## config.mk

```make
export PLATFORM = sky130hd
export DESIGN_NAME = det_collect
export DESIGN_NICKNAME = d
export VERILOG_FILES = /design/src/rtl/det_collect.sv
export SDC_FILE = /design/constraint.sdc
export NUM_CORES = 1
export LEC_CHECK = 0
export BUFFER_PORTS_ARGS = -buffer_cell sky130_fd_sc_hd__buf_2
export CELL_PAD_IN_SITES_DETAIL_PLACEMENT = 0
export CELL_PAD_IN_SITES_GLOBAL_PLACEMENT = 1
export CORE_MARGIN = 3
export CORE_UTILIZATION = 49
export CTS_CLUSTER_DIAMETER = 150
export DETAILED_ROUTE_END_ITERATION = 16
export HOLD_SLACK_MARGIN = 0.12
export PLACE_DENSITY_LB_ADDON = 0.1
export SYNTH_ARGS = -nofsm -noshare
export SYNTH_HDL_FRONTEND = slang
export SYNTH_SLANG_ARGS = --single-unit
```

## constraint.sdc

```tcl
create_clock -name clk -period 3.4 [get_ports clk]
set_input_delay 0.34 -clock clk [delete_from_list [all_inputs] [get_ports clk]]
set_output_delay 0.34 -clock clk [all_outputs]
set_load 0.005 [all_outputs]
```

## src/rtl/det_collect.sv

```systemverilog
// rtl/det_collect.sv - detection collector: threshold, index-to-(row,col) decode, hit FIFO
// Optional: define DET_SCORE_OUT_EN to carry the SVM score through the FIFO to o_score.
module det_collect #(
    parameter int SW_W    = 11,
    parameter int SCORE_W = 24,
    parameter int COL_N   = 39,
    parameter int ROW_N   = 29,
    parameter int ROW_W   = 5,
    parameter int COL_W   = 6,
    parameter int FIFO_AW = 4
) (
    input  logic               clk,
    input  logic               rst,
    input  logic               i_valid,
    input  logic [SW_W-1:0]    i_sw_id,
    input  logic [SCORE_W-1:0] i_score,
    input  logic [SCORE_W-1:0] i_thresh,
    output logic               o_busy,
    output logic               o_valid,
    input  logic               i_ready,
    output logic [ROW_W-1:0]   o_row,
    output logic [COL_W-1:0]   o_col,
    output logic [SCORE_W-1:0] o_score,
    output logic               o_frame_done,
    output logic [SW_W-1:0]    o_hit_cnt,
    output logic               o_overflow
);

    localparam int DEPTH = 1 << FIFO_AW;
`ifdef DET_SCORE_OUT_EN
    localparam int ENT_W = ROW_W + COL_W + SCORE_W;
`else
    localparam int ENT_W = ROW_W + COL_W;
`endif
    localparam logic [SW_W-1:0]    MAX_ID   = SW_W'(COL_N * ROW_N - 1);
    localparam logic [SW_W-1:0]    COL_STEP = SW_W'(COL_N);
    localparam logic [ROW_W-1:0]   ROW_MAX  = '1;
    localparam logic [FIFO_AW:0]   FULL_CNT = (FIFO_AW + 1)'(DEPTH);

    typedef enum logic [1:0] {S_IDLE, S_SEEK, S_PUSH} state_t;
    state_t state, state_nx;

    logic [SW_W-1:0]    id_r, rem_r, base_r, hit_acc, hit_cnt_r;
    logic [ROW_W-1:0]   row_r;
    logic [COL_W-1:0]   col_r;
    logic               hit_r, frame_done_r, overflow_r;
`ifdef DET_SCORE_OUT_EN
    logic [SCORE_W-1:0] score_r;
`endif

    logic [ENT_W-1:0]   mem [DEPTH];
    logic [FIFO_AW-1:0] wr_ptr, rd_ptr;
    logic [FIFO_AW:0]   count;
    logic               full, push, pop, hit_drop, in_drop;
    logic [ENT_W-1:0]   head, entry;

    always_ff @(posedge clk) begin
        if (rst) state <= S_IDLE;
        else     state <= state_nx;
    end

    always_comb begin
        state_nx = state;
        case (state)
            S_IDLE:  if (i_valid) state_nx = S_SEEK;
            S_SEEK:  if (rem_r < COL_STEP) state_nx = S_PUSH;
            S_PUSH:  state_nx = S_IDLE;
            default: state_nx = S_IDLE;
        endcase
    end

    assign full     = (count == FULL_CNT);
    assign o_valid  = (count != '0);
    assign pop      = o_valid && i_ready;
    // Fullness is judged before any same-cycle pop, so a push into a full FIFO is lost.
    assign push     = (state == S_PUSH) && hit_r && !full;
    assign hit_drop = (state == S_PUSH) && hit_r && full;
    assign in_drop  = i_valid && (state != S_IDLE);
    assign o_busy   = (state != S_IDLE);

`ifdef DET_SCORE_OUT_EN
    assign entry = {row_r, col_r, score_r};
`else
    assign entry = {row_r, col_r};
`endif

    always_ff @(posedge clk) begin
        if (rst) begin
            id_r         <= '0;
            rem_r        <= '0;
            base_r       <= '0;
            row_r        <= '0;
            col_r        <= '0;
            hit_r        <= 1'b0;
            hit_acc      <= '0;
            hit_cnt_r    <= '0;
            frame_done_r <= 1'b0;
            overflow_r   <= 1'b0;
`ifdef DET_SCORE_OUT_EN
            score_r      <= '0;
`endif
        end else begin
            frame_done_r <= 1'b0;
            if (in_drop || hit_drop) overflow_r <= 1'b1;
            case (state)
                S_IDLE: if (i_valid) begin
                    id_r  <= i_sw_id;
                    hit_r <= ($signed(i_score) > $signed(i_thresh));
`ifdef DET_SCORE_OUT_EN
                    score_r <= i_score;
`endif
                    // Going backwards means a new frame: restart the decode from row 0.
                    if (i_sw_id < base_r) begin
                        base_r <= '0;
                        row_r  <= '0;
                        rem_r  <= i_sw_id;
                    end else begin
                        rem_r  <= i_sw_id - base_r;
                    end
                end
                S_SEEK: begin
                    if (rem_r >= COL_STEP) begin
                        rem_r  <= rem_r - COL_STEP;
                        base_r <= base_r + COL_STEP;
                        if (row_r != ROW_MAX) row_r <= row_r + 1'b1;
                    end else begin
                        col_r <= rem_r[COL_W-1:0];
                    end
                end
                S_PUSH: begin
                    if (push) hit_acc <= hit_acc + 1'b1;
                    if (id_r == MAX_ID) begin
                        frame_done_r <= 1'b1;
                        hit_cnt_r    <= hit_acc + SW_W'(push);
                        hit_acc      <= '0;
                        base_r       <= '0;
                        row_r        <= '0;
                    end
                end
                default: ;
            endcase
        end
    end

    always_ff @(posedge clk) begin
        if (push) mem[wr_ptr] <= entry;
    end

    always_ff @(posedge clk) begin
        if (rst) begin
            wr_ptr <= '0;
            rd_ptr <= '0;
            count  <= '0;
        end else begin
            if (push) wr_ptr <= wr_ptr + 1'b1;
            if (pop)  rd_ptr <= rd_ptr + 1'b1;
            case ({push, pop})
                2'b10:   count <= count + 1'b1;
                2'b01:   count <= count - 1'b1;
                default: ;
            endcase
        end
    end

    assign head  = mem[rd_ptr];
    assign o_row = o_valid ? head[ENT_W-1 -: ROW_W] : '0;
    assign o_col = o_valid ? head[ENT_W-ROW_W-1 -: COL_W] : '0;
`ifdef DET_SCORE_OUT_EN
    assign o_score = o_valid ? head[SCORE_W-1:0] : '0;
`else
    assign o_score = '0;
`endif

    assign o_frame_done = frame_done_r;
    assign o_hit_cnt    = hit_cnt_r;
    assign o_overflow   = overflow_r;

endmodule

```

### Word level (Yosys, flattened, before mapping)

Memories as Yosys holds them, arrays and structs flattened. A register that Yosys moved wholly into a read port is not among the register bits.
Index checks and enable logic that the tools add are counted.

* multiplexer cells: 28
* order comparisons: 4
* bitwise operators: 2
* add/sub/neg operators: 10
* reductions and logical operators: 23
* equality and inequality tests: 13

Operators by type and width (count)
* $mux W11: 9
* $pmux W11 S3: 1
* $mux W5: 6
* $gt A24 B24 Y1: 1
* $pmux W11 S2: 1
* $pmux W5 S3: 1
* $add A11 B1 Y11: 1
* $add A11 B1 Y11 const B: 1
* $add A11 B6 Y11 const B: 1
* $eq A11 B11 Y1 const B: 1
* $ge A11 B6 Y1 const B: 1
* $lt A11 B11 Y1: 1
* $lt A11 B6 Y1 const B: 1
* $sub A11 B11 Y11: 1
* $sub A11 B6 Y11 const B: 1
* $add A5 B1 Y5 const B: 2
* $ne A2 B2 Y1 const B: 5
* $pmux W5 S2: 1
* $reduce_and A2 Y1: 5
* $add A4 B1 Y4 const B: 2
* $mux W4: 2
* $reduce_bool A2 Y1: 4
* $mux W6: 1
* $reduce_and A6 Y1: 1
* 19 further kinds: 29

* memories: 1
* register bits: 84
* RAM bits: 176
* output and inout port bits: 50
* word-level logic and storage cells: 95
* input port bits: 63

Memory list
* mem: depth 16, bits a word 11, read ports 1, clocked after memory_dff 1, wr ports 1, line 51 `logic [ENT_W-1:0] mem [DEPTH];`

### Depth between registers and ports, before layout

* depth after elaboration: 5
* mapped depth: 13
* depth with buffers taken out: 12

### Worst setup path after synthesis

No wires, ideal clock.

* kind: reg-to-reg
* from: reg count[0]
* to: reg count[4]
* period minus slack after synthesis: 2.618 ns
* path buffers: 1
* setup time: 0.071 ns
* setup slack: 0.782 ns
* required time: 3.329 ns
* arrival time: 2.548 ns
* stages on the path, launching flop included: 14
* cell sequence: dfxtp_1 -> nor4_1 -> nor2b_1 -> nor2b_1 -> clkbuf_1 -> ha_1 -> inv_1 -> fa_1 -> inv_1 -> a21o_1 -> a21oi_1 -> xnor2_1 -> or3_1 -> a21oi_1

* cells in the longest elaborated chain, start to end: 5
* elaborated cells on any way between the ends: 11
* those cells by class: add/sub: 2; eq/ne: 3; mux: 1; reduce/logical: 5

RTL lines
* start, declared: line 53 `logic [FIFO_AW:0] count;`
* start signal, assigned: line 158 `2'b10: count <= count + 1'b1;`
* start signal, assigned: line 159 `2'b01: count <= count - 1'b1;`
* $eq A5 B5 Y1: line 72 `assign full = (count == FULL_CNT);`
* $logic_not A1 Y1: line 76 `assign push = (state == S_PUSH) && hit_r && !full;`
* $logic_and A1 B1 Y1: line 76
* $eq A2 B1 Y1 / $eq A2 B2 Y1 (equally long branches): line 157 `case ({push, pop})`
* $pmux W5 S2 / $reduce_bool A2 Y1 (equally long branches)

Several ways; a longest one is shown, not always the timed one.
A chain may end at the register's enable or synchronous reset.

==> impl_metrics.ini <==
[critical_path]
critPathCaptureType = output port
critPathArrivalTime_ns = 2.65
cp_data_required_time_ns = 3.06
worst-setup-path-type = flop to output port
path_max_fanout = 17
r2r_start = count[0]
startpoint_type = flop
r2r_setup_slack_ns = 0.52
ff2ff_path_depth = 11
worstReg2RegEnd = count[4]

[global_route]
gr-total-overflow = 0
grt_pass1_vias = 7693
grt_pass1_wl_mm = 41.7
antenna_found_initial = 0
grt_max_degree = 45
track_usage = 0.198

[synthesis]
synth_top_area_share = 0.431
synth_area_leaders = edfxtp_1 43%, dfxtp_1 14%, mux4_2 10%
netlist_instances = 982
synth_area_per_cell_um2 = 12.5
synthFlopType = edfxtp_1
ys_types = 69
synth_area_leader_cell = edfxtp_1
synth.yosys.seq_area_share = 0.575
yosysWarnings = 0
netlist_area_um2 = 12300
synth_async_sr_flop_share = 0
synth-edff-count = 176
ys_seq_elements = 264

[final_layout]
mostFrequentLayoutCell = edfxtp_1
drive_gt1_frac = 0.217
final_cell_mix = 176 x edfxtp_1, 88 x buf_2, 86 x dfxtp_1, 85 x a21oi_1, 84 x nand2_1
fin_nets = 1212
area_growth_pct = 16.0
antenna_cells = 0

[floorplan]
initial_core_util = 0.501
rows = 57
die_w_um = 164
dieHeight_um = 164
core_area_um2 = 24500
num_io_pins = 113
dieArea_um2 = 26900

[placed_design]
portBuffers = 88
dp_slack_ns = 0.508
gp_congestion = 0.847
dp_hpwl_mm = 18.1

[route]
drtIter0Drc = 459
firstDrtPassIters = 5
vias = 7824
wire_per_inst_um = 18.3
via_per_inst = 5.43
ant_nets = 0
wirelength_mm = 26.3
remaining_drc_errors = 0

[sta]
final_hold_viol_count = 0
skew_ns = 0.0144
slew_violations = 0
rsz0062_at_grt = no
whs_ns = 0.230
min_period_over_period = 0.879
period_minus_slack_ns = 2.99
slew_headroom = 0.537
setup_viol = 0
tightestPinTransition_ns = 0.693
setup_tns_ns = 0
clock.fmax_mhz = 335
fin_ws_ns = 0.412

[status]
outcome = complete, no violations

[clock_network]
htreeDepth = 1
cts_tree = done
cts_sinks = 264
insertion_delay_ns = 0.55
clock_path_buffers = 3
post_cts_buffers = 0
cts_root_buf = clkbuf_16
path_clk_slew_ns = 0.06
cts_buffers = 28

[pwr]
power_leakage_nw = 5.26
powerDensity_nw_per_um2 = 531
ir_drop_mv = 0.348

[worst_hold_path]
hp-start = i_valid
hold_class = primary input to flop
holdPathEnd = o_overflow
worstHoldPathCells = 4

[run]
drv_cap = 0
==> synthesized netlist by cell type (2+ instances only) <==
library cell and number:
a311oi_1 3, buf_2 7, nor2b_1 19, xnor2_1 12
mux2i_1 5, o21a_1 5, or3_1 11, xor2_1 20
ha_1 51, nand4_1 17, nor4_1 5, buf_1 2
nand3_1 14, buf_4 25, and2_1 3, clkbuf_1 30
a211oi_1 4, a21o_1 8, mux4_2 55, inv_1 54
o21ai_0 32, nand2_1 84, and3_1 3, nand3b_1 3
a21oi_1 85, o22ai_1 4, edfxtp_1 176, a21boi_0 2
nor3_1 15, fa_1 2, o31ai_1 5, a31oi_1 6
a2111oi_0 2, o211ai_1 3, dfxtp_1 88, nor2_1 82
nand2b_1 5, mux2_2 3, a211o_1 2
==> registers in the layout, summed over array words and instances, names as in the netlist, 4 cells and up, named ones only <==
name / flops
base_r: 11
col_r: 6
count: 5
hit_acc: 11
id_r: 11
mem: 176
o_hit_cnt: 11
rd_ptr: 4
rem_r: 11
row_r: 5
wr_ptr: 4
==> worst max path at each step <==
stage | startpoint | slack, ns | endpoint | cells after the start
finish | flop | 0.41 | o_row[3] | 5
global route | count[0] | 0.21 | count[4] | 11
CTS | flop | 0.36 | o_row[3] | 5
detailed placement | count[0] | 0.51 | count[4] | 11
global placement | count[0] | 0.59 | count[4] | 11
floorplan | count[0] | 0.78 | count[4] | 13
==> cell type report <==
class	count	area [µm²]
timing repair buffer	126	766
multi-input combinational	622	4750
clock inverter	16	228
inverter	54	203
tap	324	405
clock buffer	36	811
sequential	264	7050
fill	2038	10200
==> routing by layer <==
metal  track usage  share of wire  vias to the layer above
li1              -              -                     3806
met1         0.266           0.44                     3815
met2         0.345           0.50                      166
met3        0.0252          0.040                       37
met4        0.0427          0.021                        0
met5             0              0                        -
==> power by group <==
part / internal, mW / switching, mW
combinational: 0.288 / 0.415
clock: 2.01 / 1.28
sequential: 3.47 / 0.0938
==> cells by family (layout without fill, tap and decap cells) <==
| kind of cell | Yosys count | in the layout | synth area share |
|---|---|---|---|
| simple gates | 274 | 274 | 0.107 |
| fa+ha+maj | 53 | 53 | 0.0554 |
| xor+xnor | 32 | 32 | 0.0229 |
| mux | 63 | 63 | 0.108 |
| buf+inv | 119 | 232 | 0.0454 |
| flops | 264 | 264 | 0.575 |
| compound gates | 176 | 176 | 0.0855 |
| other cells | 1 | 24 | 0.000306 |
==> metrics by stage <==
step	instances	power [mW]	cell area (µm²)	util
final	1442	7.55	14200	0.581
after global routing	1442	7.88	14200	0.581
after CTS	1442	7.64	14200	0.581
after detailed placement	1379	4.32	13100	0.534
after global placement	1379	4.32	13100	0.534
after floorplan	1005	4.13	12300	-
==> worst max-delay path: stages, from the launching register on <==
cell     delay [ns]
dfxtp_2        0.62
buf_4          0.35
mux4_2         0.35
mux4_2         0.50
nor2b_1        0.15
buf_2          0.12
==> repair_timing <==
action / 4_1_cts / 5_1_grt
hold endpoints to repair: 11 / 0
resized for setup: 0 / 0
hold buffers: 11 / 0
Note: power is estimated with default switching activity, not from simulation.
